File: src/rtl/cmp_serial.sv
// cmp_serial: multi-cycle WIDTH-bit magnitude comparator.
// It compares BPC bits per clock, starting with the LSB chunk. It supports
// unsigned and two's-complement operands and uses a start/busy/done handshake.
//
// Ports:
//   clk          system clock, rising edge
//   rst          synchronous active-high reset
//   start        compare request, sampled only while busy=0
//   A, B         operands, sampled with start
//   signed_mode  0 = unsigned, 1 = two's complement, sampled with start
//   busy         compare in progress
//   done         one-cycle pulse: result outputs just updated
//   AgtBo        A > B for the last completed compare
//   AeqBo        A == B for the last completed compare
//   AltBo        A < B for the last completed compare
module cmp_serial #(
   parameter int unsigned WIDTH = 16,
   parameter int unsigned BPC   = 1
) (
   input  logic             clk,
   input  logic             rst,
   input  logic             start,
   input  logic [WIDTH-1:0] A,
   input  logic [WIDTH-1:0] B,
   input  logic             signed_mode,
   output logic             busy,
   output logic             done,
   output logic             AgtBo,
   output logic             AeqBo,
   output logic             AltBo
);

   // Number of chunks and the width of the chunk counter (at least 1 bit).
   localparam int unsigned N  = WIDTH / ((BPC == 0) ? 1 : BPC);
   localparam int unsigned CW = (N > 1) ? $clog2(N) : 1;

   // Stop elaboration when the parameters are illegal.
   if (WIDTH < 2 || BPC < 1 || BPC > WIDTH || (WIDTH % ((BPC == 0) ? 1 : BPC)) != 0) begin : g_param_check
      $error("cmp_serial: illegal WIDTH=%0d / BPC=%0d", WIDTH, BPC);
   end

   typedef enum logic {
      IDLE = 1'b0,
      RUN  = 1'b1
   } state_t;

   state_t           state_q, state_d;
   logic [CW-1:0]    cnt_q, cnt_d;
   logic [WIDTH-1:0] a_q, a_d;
   logic [WIDTH-1:0] b_q, b_d;
   logic             sm_q, sm_d;
   logic             gt_q, gt_d;
   logic             eq_q, eq_d;
   logic             lt_q, lt_d;
   logic             busy_d, done_d;
   logic             agtb_d, aeqb_d, altb_d;

   // Current chunk selection and the running flags after this chunk.
   logic [WIDTH-1:0] a_sh, b_sh;
   logic [BPC-1:0]   ca, cb;
   logic             last;
   logic             gt_n, eq_n, lt_n;

   always_comb begin
      a_sh = a_q >> (32'(cnt_q) * BPC);
      b_sh = b_q >> (32'(cnt_q) * BPC);
      ca   = a_sh[BPC-1:0];
      cb   = b_sh[BPC-1:0];
      last = (cnt_q == CW'(N - 1));
      // Flipping the sign bit maps two's complement onto offset binary. After
      // that, an unsigned compare of the top chunk gives the signed order.
      if (last && sm_q) begin
         ca[BPC-1] = ~ca[BPC-1];
         cb[BPC-1] = ~cb[BPC-1];
      end
      gt_n = gt_q;
      eq_n = eq_q;
      lt_n = lt_q;
      // A higher chunk that differs overrides whatever the lower chunks decided.
      if (ca > cb) begin
         gt_n = 1'b1;
         eq_n = 1'b0;
         lt_n = 1'b0;
      end else if (ca < cb) begin
         gt_n = 1'b0;
         eq_n = 1'b0;
         lt_n = 1'b1;
      end
   end

   // Next-state and output logic.
   always_comb begin
      state_d = state_q;
      cnt_d   = cnt_q;
      a_d     = a_q;
      b_d     = b_q;
      sm_d    = sm_q;
      gt_d    = gt_q;
      eq_d    = eq_q;
      lt_d    = lt_q;
      busy_d  = busy;
      done_d  = 1'b0;
      agtb_d  = AgtBo;
      aeqb_d  = AeqBo;
      altb_d  = AltBo;

      case (state_q)
         IDLE: begin
            if (start) begin
               a_d     = A;
               b_d     = B;
               sm_d    = signed_mode;
               cnt_d   = '0;
               gt_d    = 1'b0;
               eq_d    = 1'b1;
               lt_d    = 1'b0;
               busy_d  = 1'b1;
               state_d = RUN;
            end
         end
         RUN: begin
            gt_d = gt_n;
            eq_d = eq_n;
            lt_d = lt_n;
            if (last) begin
               agtb_d  = gt_n;
               aeqb_d  = eq_n;
               altb_d  = lt_n;
               done_d  = 1'b1;
               busy_d  = 1'b0;
               state_d = IDLE;
            end else begin
               cnt_d = cnt_q + CW'(1);
            end
         end
         default: begin
            state_d = IDLE;
            busy_d  = 1'b0;
         end
      endcase
   end

   // State register. Reset aborts any compare in flight.
   always_ff @(posedge clk) begin
      if (rst) begin
         state_q <= IDLE;
         cnt_q   <= '0;
         a_q     <= '0;
         b_q     <= '0;
         sm_q    <= 1'b0;
         gt_q    <= 1'b0;
         eq_q    <= 1'b0;
         lt_q    <= 1'b0;
         busy    <= 1'b0;
         done    <= 1'b0;
         AgtBo   <= 1'b0;
         AeqBo   <= 1'b0;
         AltBo   <= 1'b0;
      end else begin
         state_q <= state_d;
         cnt_q   <= cnt_d;
         a_q     <= a_d;
         b_q     <= b_d;
         sm_q    <= sm_d;
         gt_q    <= gt_d;
         eq_q    <= eq_d;
         lt_q    <= lt_d;
         busy    <= busy_d;
         done    <= done_d;
         AgtBo   <= agtb_d;
         AeqBo   <= aeqb_d;
         AltBo   <= altb_d;
      end
   end

endmodule
File: config.mk
export PLATFORM = sky130hd
export DESIGN_NAME = cmp_serial
export DESIGN_NICKNAME = d
export VERILOG_FILES = /design/src/rtl/cmp_serial.sv
export SDC_FILE = /design/constraint.sdc
export NUM_CORES = 1
export LEC_CHECK = 0
export CAP_MARGIN = 0
export CELL_PAD_IN_SITES_DETAIL_PLACEMENT = 0
export CELL_PAD_IN_SITES_GLOBAL_PLACEMENT = 1
export CORE_ASPECT_RATIO = 1.5
export CORE_MARGIN = 8
export CORE_UTILIZATION = 45
export CTS_BUF_LIST = sky130_fd_sc_hd__clkbuf_8 sky130_fd_sc_hd__clkbuf_16
export CTS_CLUSTER_DIAMETER = 80
export DETAILED_ROUTE_END_ITERATION = 10
export DONT_BUFFER_PORTS = 1
export GPL_ROUTABILITY_DRIVEN = 0
export GPL_TIMING_DRIVEN = 1
export PLACE_DENSITY_LB_ADDON = 0.08
export SLEW_MARGIN = 30
export SYNTH_ARGS = -nofsm -noshare
export SYNTH_HDL_FRONTEND = slang
export SYNTH_SLANG_ARGS = --single-unit
File: constraint.sdc
create_clock -name clk -period 2.9 [get_ports clk]
set_input_delay 0.29 -clock clk [delete_from_list [all_inputs] [get_ports clk]]
set_output_delay 0.29 -clock clk [all_outputs]
set_load 0.005 [all_outputs]
# Word-level counts from Yosys, hierarchy flattened
# Index checks and enable logic that the tools add are counted.
dict set report classes {
  add_sub_neg 1
  magnitude_cmp 2
  eq_ne 4
  n_shift 2
  n_mux 22
  n_bitwise 3
  n_reduce_logical 6
}
# operator n
set op_table {}
lappend op_table {{$shr A16 B4 Y1} 2}
lappend op_table {{$mux W1} 14}
lappend op_table {{$pmux W1 S2} 5}
lappend op_table {{$mux W4} 2}
lappend op_table {{$pmux W4 S2} 1}
lappend op_table {{$reduce_and A2 Y1} 4}
lappend op_table {{$add A4 B1 Y4 const B} 1}
lappend op_table {{$eq A4 B4 Y1 const B} 1}
lappend op_table {{$ne A2 B2 Y1 const B} 2}
lappend op_table {{$not A1 Y1} 3}
lappend op_table {{$ne A2 B1 Y1 const B} 1}
lappend op_table {{$reduce_or A2 Y1} 1}
lappend op_table {{$gt A1 B1 Y1} 1}
lappend op_table {{$logic_and A1 B1 Y1} 1}
lappend op_table {{$lt A1 B1 Y1} 1}
dict set report word_totals {
  reg_bits 46
  in_bits 36
  output_inout_bits 5
  elab_cells 53
}

# Logic depth before layout (Yosys ltp)
dict set report depth {
  word_depth 7
  depth_mapped 11
}

# Worst setup path before layout
# OpenSTA, ideal clock, no wires.
dict set report synth_timing {
  path_kind {register to register}
  from {register cnt_q[0]}
  to {register AgtBo}
  setup_time_ps 128
  t_arrival_ps 2394
  required_ps 2772
  setup_slack_ps 379
  stages_incl_launch_ff 12
  n_path_buf 2
  period_less_slack_ps 2521
  cell_sequence {dfxtp_1 > buf_6 > mux4_1 > mux2i_1 > o22ai_1 > a31o_1 > ha_1 > clkbuf_1 > mux2i_1 > nor2_1 > a21oi_1 > nor2_1}
}
dict set report synth_via {
  elab_chain_cells 6
  word_cells_on_any_way 13
  classes_between {order compare: 2; eq/ne: 1; shift: 2; mux: 4; bitwise: 2; reduce/logical: 2}
}
# item line
set synth_rtl {}
lappend synth_rtl {{start, declared} 48} ;# logic [CW-1:0] cnt_q, cnt_d;
lappend synth_rtl {{start signal, assigned} 161} ;# cnt_q <= cnt_d;
lappend synth_rtl {{$shr A16 B4 Y1 (tied with other cells)} 65} ;# a_sh = a_q >> (32'(cnt_q) * BPC);
lappend synth_rtl {{$not A1 Y1 (tied with other cells)} 73} ;# ca[BPC-1] = ~ca[BPC-1];
lappend synth_rtl {{$mux W1} 72} ;# if (last && sm_q) begin
lappend synth_rtl {{$lt A1 B1 Y1} 84} ;# end else if (ca < cb) begin
lappend synth_rtl {{$mux W1} 84}
lappend synth_rtl {{$mux W1} 80} ;# if (ca > cb) begin
lappend synth_rtl {{end signal, assigned} 170} ;# AgtBo <= agtb_d;
lappend synth_rtl {{end, declared} 28} ;# output logic AgtBo,
# Several ways; a longest one is shown, not always the timed one.
# A chain may end at the register's enable or synchronous reset.

# Worst setup path after layout
# Ends and elaborated chain as after synthesis.

==> flow_summary_export.csv <==
group,metric,value,unit
place,io_buffers,0,
cells_and_area,regArea,922,µm²
setup_path,worstReg2RegStart,"cnt_q[0]$_SDFFE_PP0P_",
floorplanning,dieArea,6790,µm²
setup_path,crit_type,"flop to flop",
logic_synthesis,synth_fp_nets,267,
logic_synthesis,avgSynthCellArea,8.64,µm²
floorplanning,start_util,46.8,%
cts,cts_inserted_buffers,5,
grt,antenna_found_initial,0,
min_path,hold_class,"input port to flop",
logic_synthesis,synth_area_leaders,"dfxtp_1 47%, nand2_1 14%, a21oi_1 10%",
logic_synthesis,synth_common_cells,"72 x nand2_1, 46 x dfxtp_1, 41 x a21oi_1",
routing,drtIter0Drc,87,
cells_and_area,nets,260,
timing,skew,0.00666,ns
job,drv_cap,0,
setup_path,cp_slowest_cell,"mux4_1",
logic_synthesis,ys_types,26,
grt,grt_max_degree,47,
pwr,p_clk_share,37.5,%
timing,period_needed,2.63,ns
timing,drv_slew,0,
cts,numClockSinks,46,
setup_path,reg2reg_depth,9,
pwr,switching_share,23.7,%
setup_path,cp-start-kind,"flop",
min_path,worstHoldPathCells,1,
floorplanning,die_x,70.0,µm
logic_synthesis,yosysWarnings,0,
timing,worst_pin_slew,0.463,ns
pwr,sequentialPowerShare,54.3,%
routing,routedWlPerCell,16.5,µm
min_path,hold_path_end,"cnt_q[0]$_SDFFE_PP0P_",
logic_synthesis,yosysSeqAreaShare,46.8,%
cts,htreeDepth,2,
timing,finalCritPeriodShare,90.8,%
logic_synthesis,synthCells,228,
pwr,p_leak,0.000800,µW
floorplanning,ioPinCount,41,
setup_path,crit_path_max_incr_delay,0.60,ns
pwr,ir_worst_vdd,0.000543,V
setup_path,r2r_setup_slack,0.27,ns
timing,max_slew_margin,69.1,%
timing,hold_viol,0,
grt,grt_use_total,13.2,%
timing,rsz0062_at_grt,"false",
routing,vias_per_cell,5.62,
cts,clock_path_buffers,2,
grt,first_global_vias,1595,
routing,ant_nets,0,
setup_path,cp-end-kind,"flop",
timing,setup_viol,0,
routing,routed_wl,4420,µm
pwr,combPwrFrac,8.2,%
timing,tns,0,ns
cells_and_area,multiInputGateArea,960,µm²
routing,drt_pass1_iterations,4,
cells_and_area,drive_gt1_share,7.21,%
cells_and_area,synthToLayoutAreaGrowth,6.10,%
cells_and_area,antennaDiodeCount,0,
setup_path,required,3.11,ns
logic_synthesis,synth_seq_cells,46,
routing,drc_errors,0,
logic_synthesis,async_flop_share,0,%
logic_synthesis,yosysTopAreaCellShare,46.8,%
logic_synthesis,yosysTopAreaCell,"dfxtp_1",
pwr,netSwitchingPower,300,µW
min_path,min-delay-start,"rst",
floorplanning,chipHeight,97.0,µm
floorplanning,rows,29,
logic_synthesis,syn_area,1970,µm²
routing,vias,1506,
grt,grt_remaining_overflow,0,
timing,fmaxAchievable,380,MHz
setup_path,crit_chain,"mux4_1 -> mux2i_1 -> o22ai_1 -> a31o_1 -> ha_1 -> mux2i_1 -> nor2_1 -> a21oi_1 -> nor2_1",
logic_synthesis,synth_most_common_cell,"nand2_1",
setup_path,worstPathArrival,2.84,ns
cts,clkTransAtPathRegs,0.09,ns
cells_and_area,final_util,49.6,%
cts,cts_tree,"done",
logic_synthesis,synth-main-ff-cell,"dfxtp_1",
pwr,p_per_area,606,nW/µm²
cells_and_area,nFillCells,447,
logic_synthesis,synth_edf_count,0,
grt,grt_pass1_wl,7430,µm
pwr,p_int,966,µW
setup_path,crit_fanout,11,
cts,worstSkewPairLatency,0.30,ns
floorplanning,coreArea,4210,µm²
outcome,status,"complete, no violations",
place,hpwl,3190,µm
cts,root_buffer,"clkbuf_8",
setup_path,rr_endpoint,"AgtBo$_SDFFE_PP0P_",
-- registers in the layout (all words and copies together) (netlist names) --
signal	cells
done	1
AltBo	1
cnt_q	4
b_q	16
busy	1
lt_q	1
gt_q	1
AeqBo	1
a_q	16
eq_q	1
state_q	1
AgtBo	1
sm_q	1
-- metrics by stage --
step           std cells  cell area, µm²  power [µW]  setup WS (ns)  hold WS (ns)
2_1_floorplan        228            1970         789          0.379         0.426
3_3_place_gp         260            1980         802          0.210         0.363
3_5_place_dp         260            1980         807          0.132         0.366
4_1_cts              268            2090        1280         0.0898        0.0375
5_1_grt              268            2090        1320          0.115        0.0366
6_report             268            2090        1270          0.265        0.0429
-- worst max path at each step --
stage | start | end | slack [ns] | cells past startpoint
3_5_place_dp | cnt_q[0]$_SDFFE_PP0P_ | AgtBo$_SDFFE_PP0P_ | 0.13 | 9
3_3_place_gp | cnt_q[0]$_SDFFE_PP0P_ | AgtBo$_SDFFE_PP0P_ | 0.21 | 9
6_report | cnt_q[0]$_SDFFE_PP0P_ | AgtBo$_SDFFE_PP0P_ | 0.27 | 9
5_1_grt | cnt_q[0]$_SDFFE_PP0P_ | AgtBo$_SDFFE_PP0P_ | 0.12 | 9
2_1_floorplan | cnt_q[0]$_SDFFE_PP0P_ | AgtBo$_SDFFE_PP0P_ | 0.38 | 11
4_1_cts | cnt_q[0]$_SDFFE_PP0P_ | AgtBo$_SDFFE_PP0P_ | 0.09 | 9
-- repair_timing --
item / in CTS / in global routing
endpoints found under the setup margin: 0 / 1
hold buffers: 0 / 0
buffers inserted: 0 / 0
gates resized for setup: 0 / 1
endpoints found under the hold margin: 0 / 0
-- kinds of logic after synthesis --
family,share of synthesized area (%)
AND/OR/NAND/NOR,19.1
multiplexers,14.1
flip-flops,46.8
adder cells (fa/ha/maj),1.91
buffers and inverters,4.64
AO/OA/AOI/OAI,13.5
-- critical path: cells and delay by family, from the launching register on --
| family | cells | cell delay, ns |
|---|---|---|
| AND/OR/NAND/NOR | 2 | 0.10 |
| AO/OA/AOI/OAI | 3 | 0.47 |
| flip-flops | 1 | 0.50 |
| adder cells (fa/ha/maj) | 1 | 0.41 |
| multiplexers | 3 | 1.06 |
-- metal layers --
| layer | up-vias | track usage, % | part of all wire (%) |
|---|---|---|---|
| li1 | 767 | - | - |
| met1 | 695 | 13.9 | 42 |
| met2 | 37 | 23.3 | 52 |
| met3 | 7 | 4.29 | 4.8 |
| met4 | 0 | 5.59 | 1.7 |
| met5 | - | 0 | 0 |
-- layout make-up --
type	count	area share, %
tap	46	2.75
clock inverter	3	1.92
sequential	46	44.1
multi-input combinational	161	45.9
clock buffer	5	3.29
inverter	3	0.539
timing repair buffer	4	1.44
-- power by group through the flow --
stage	Clock, µW	Sequential [µW]	Combinational [µW]
6_report	475	687	104
5_1_grt	510	691	119
4_1_cts	487	687	106
3_5_place_dp	0	702	106
3_3_place_gp	0	700	102
2_1_floorplan	0	688	101
-- layout by cell type, fill, tap and decap left out, types with 2 or more instances in the layout --
cell / instances
mux2i_1: 6
a32oi_1: 2
o21ai_0: 4
buf_4: 4
nand2_1: 72
clkbuf_8: 5
inv_1: 3
clkinv_2: 2
ha_1: 3
a21oi_1: 41
nand4_1: 3
mux4_1: 7
dfxtp_1: 45
nor3_1: 2
nor2_1: 11
Power figures use the tool's default switching activity.
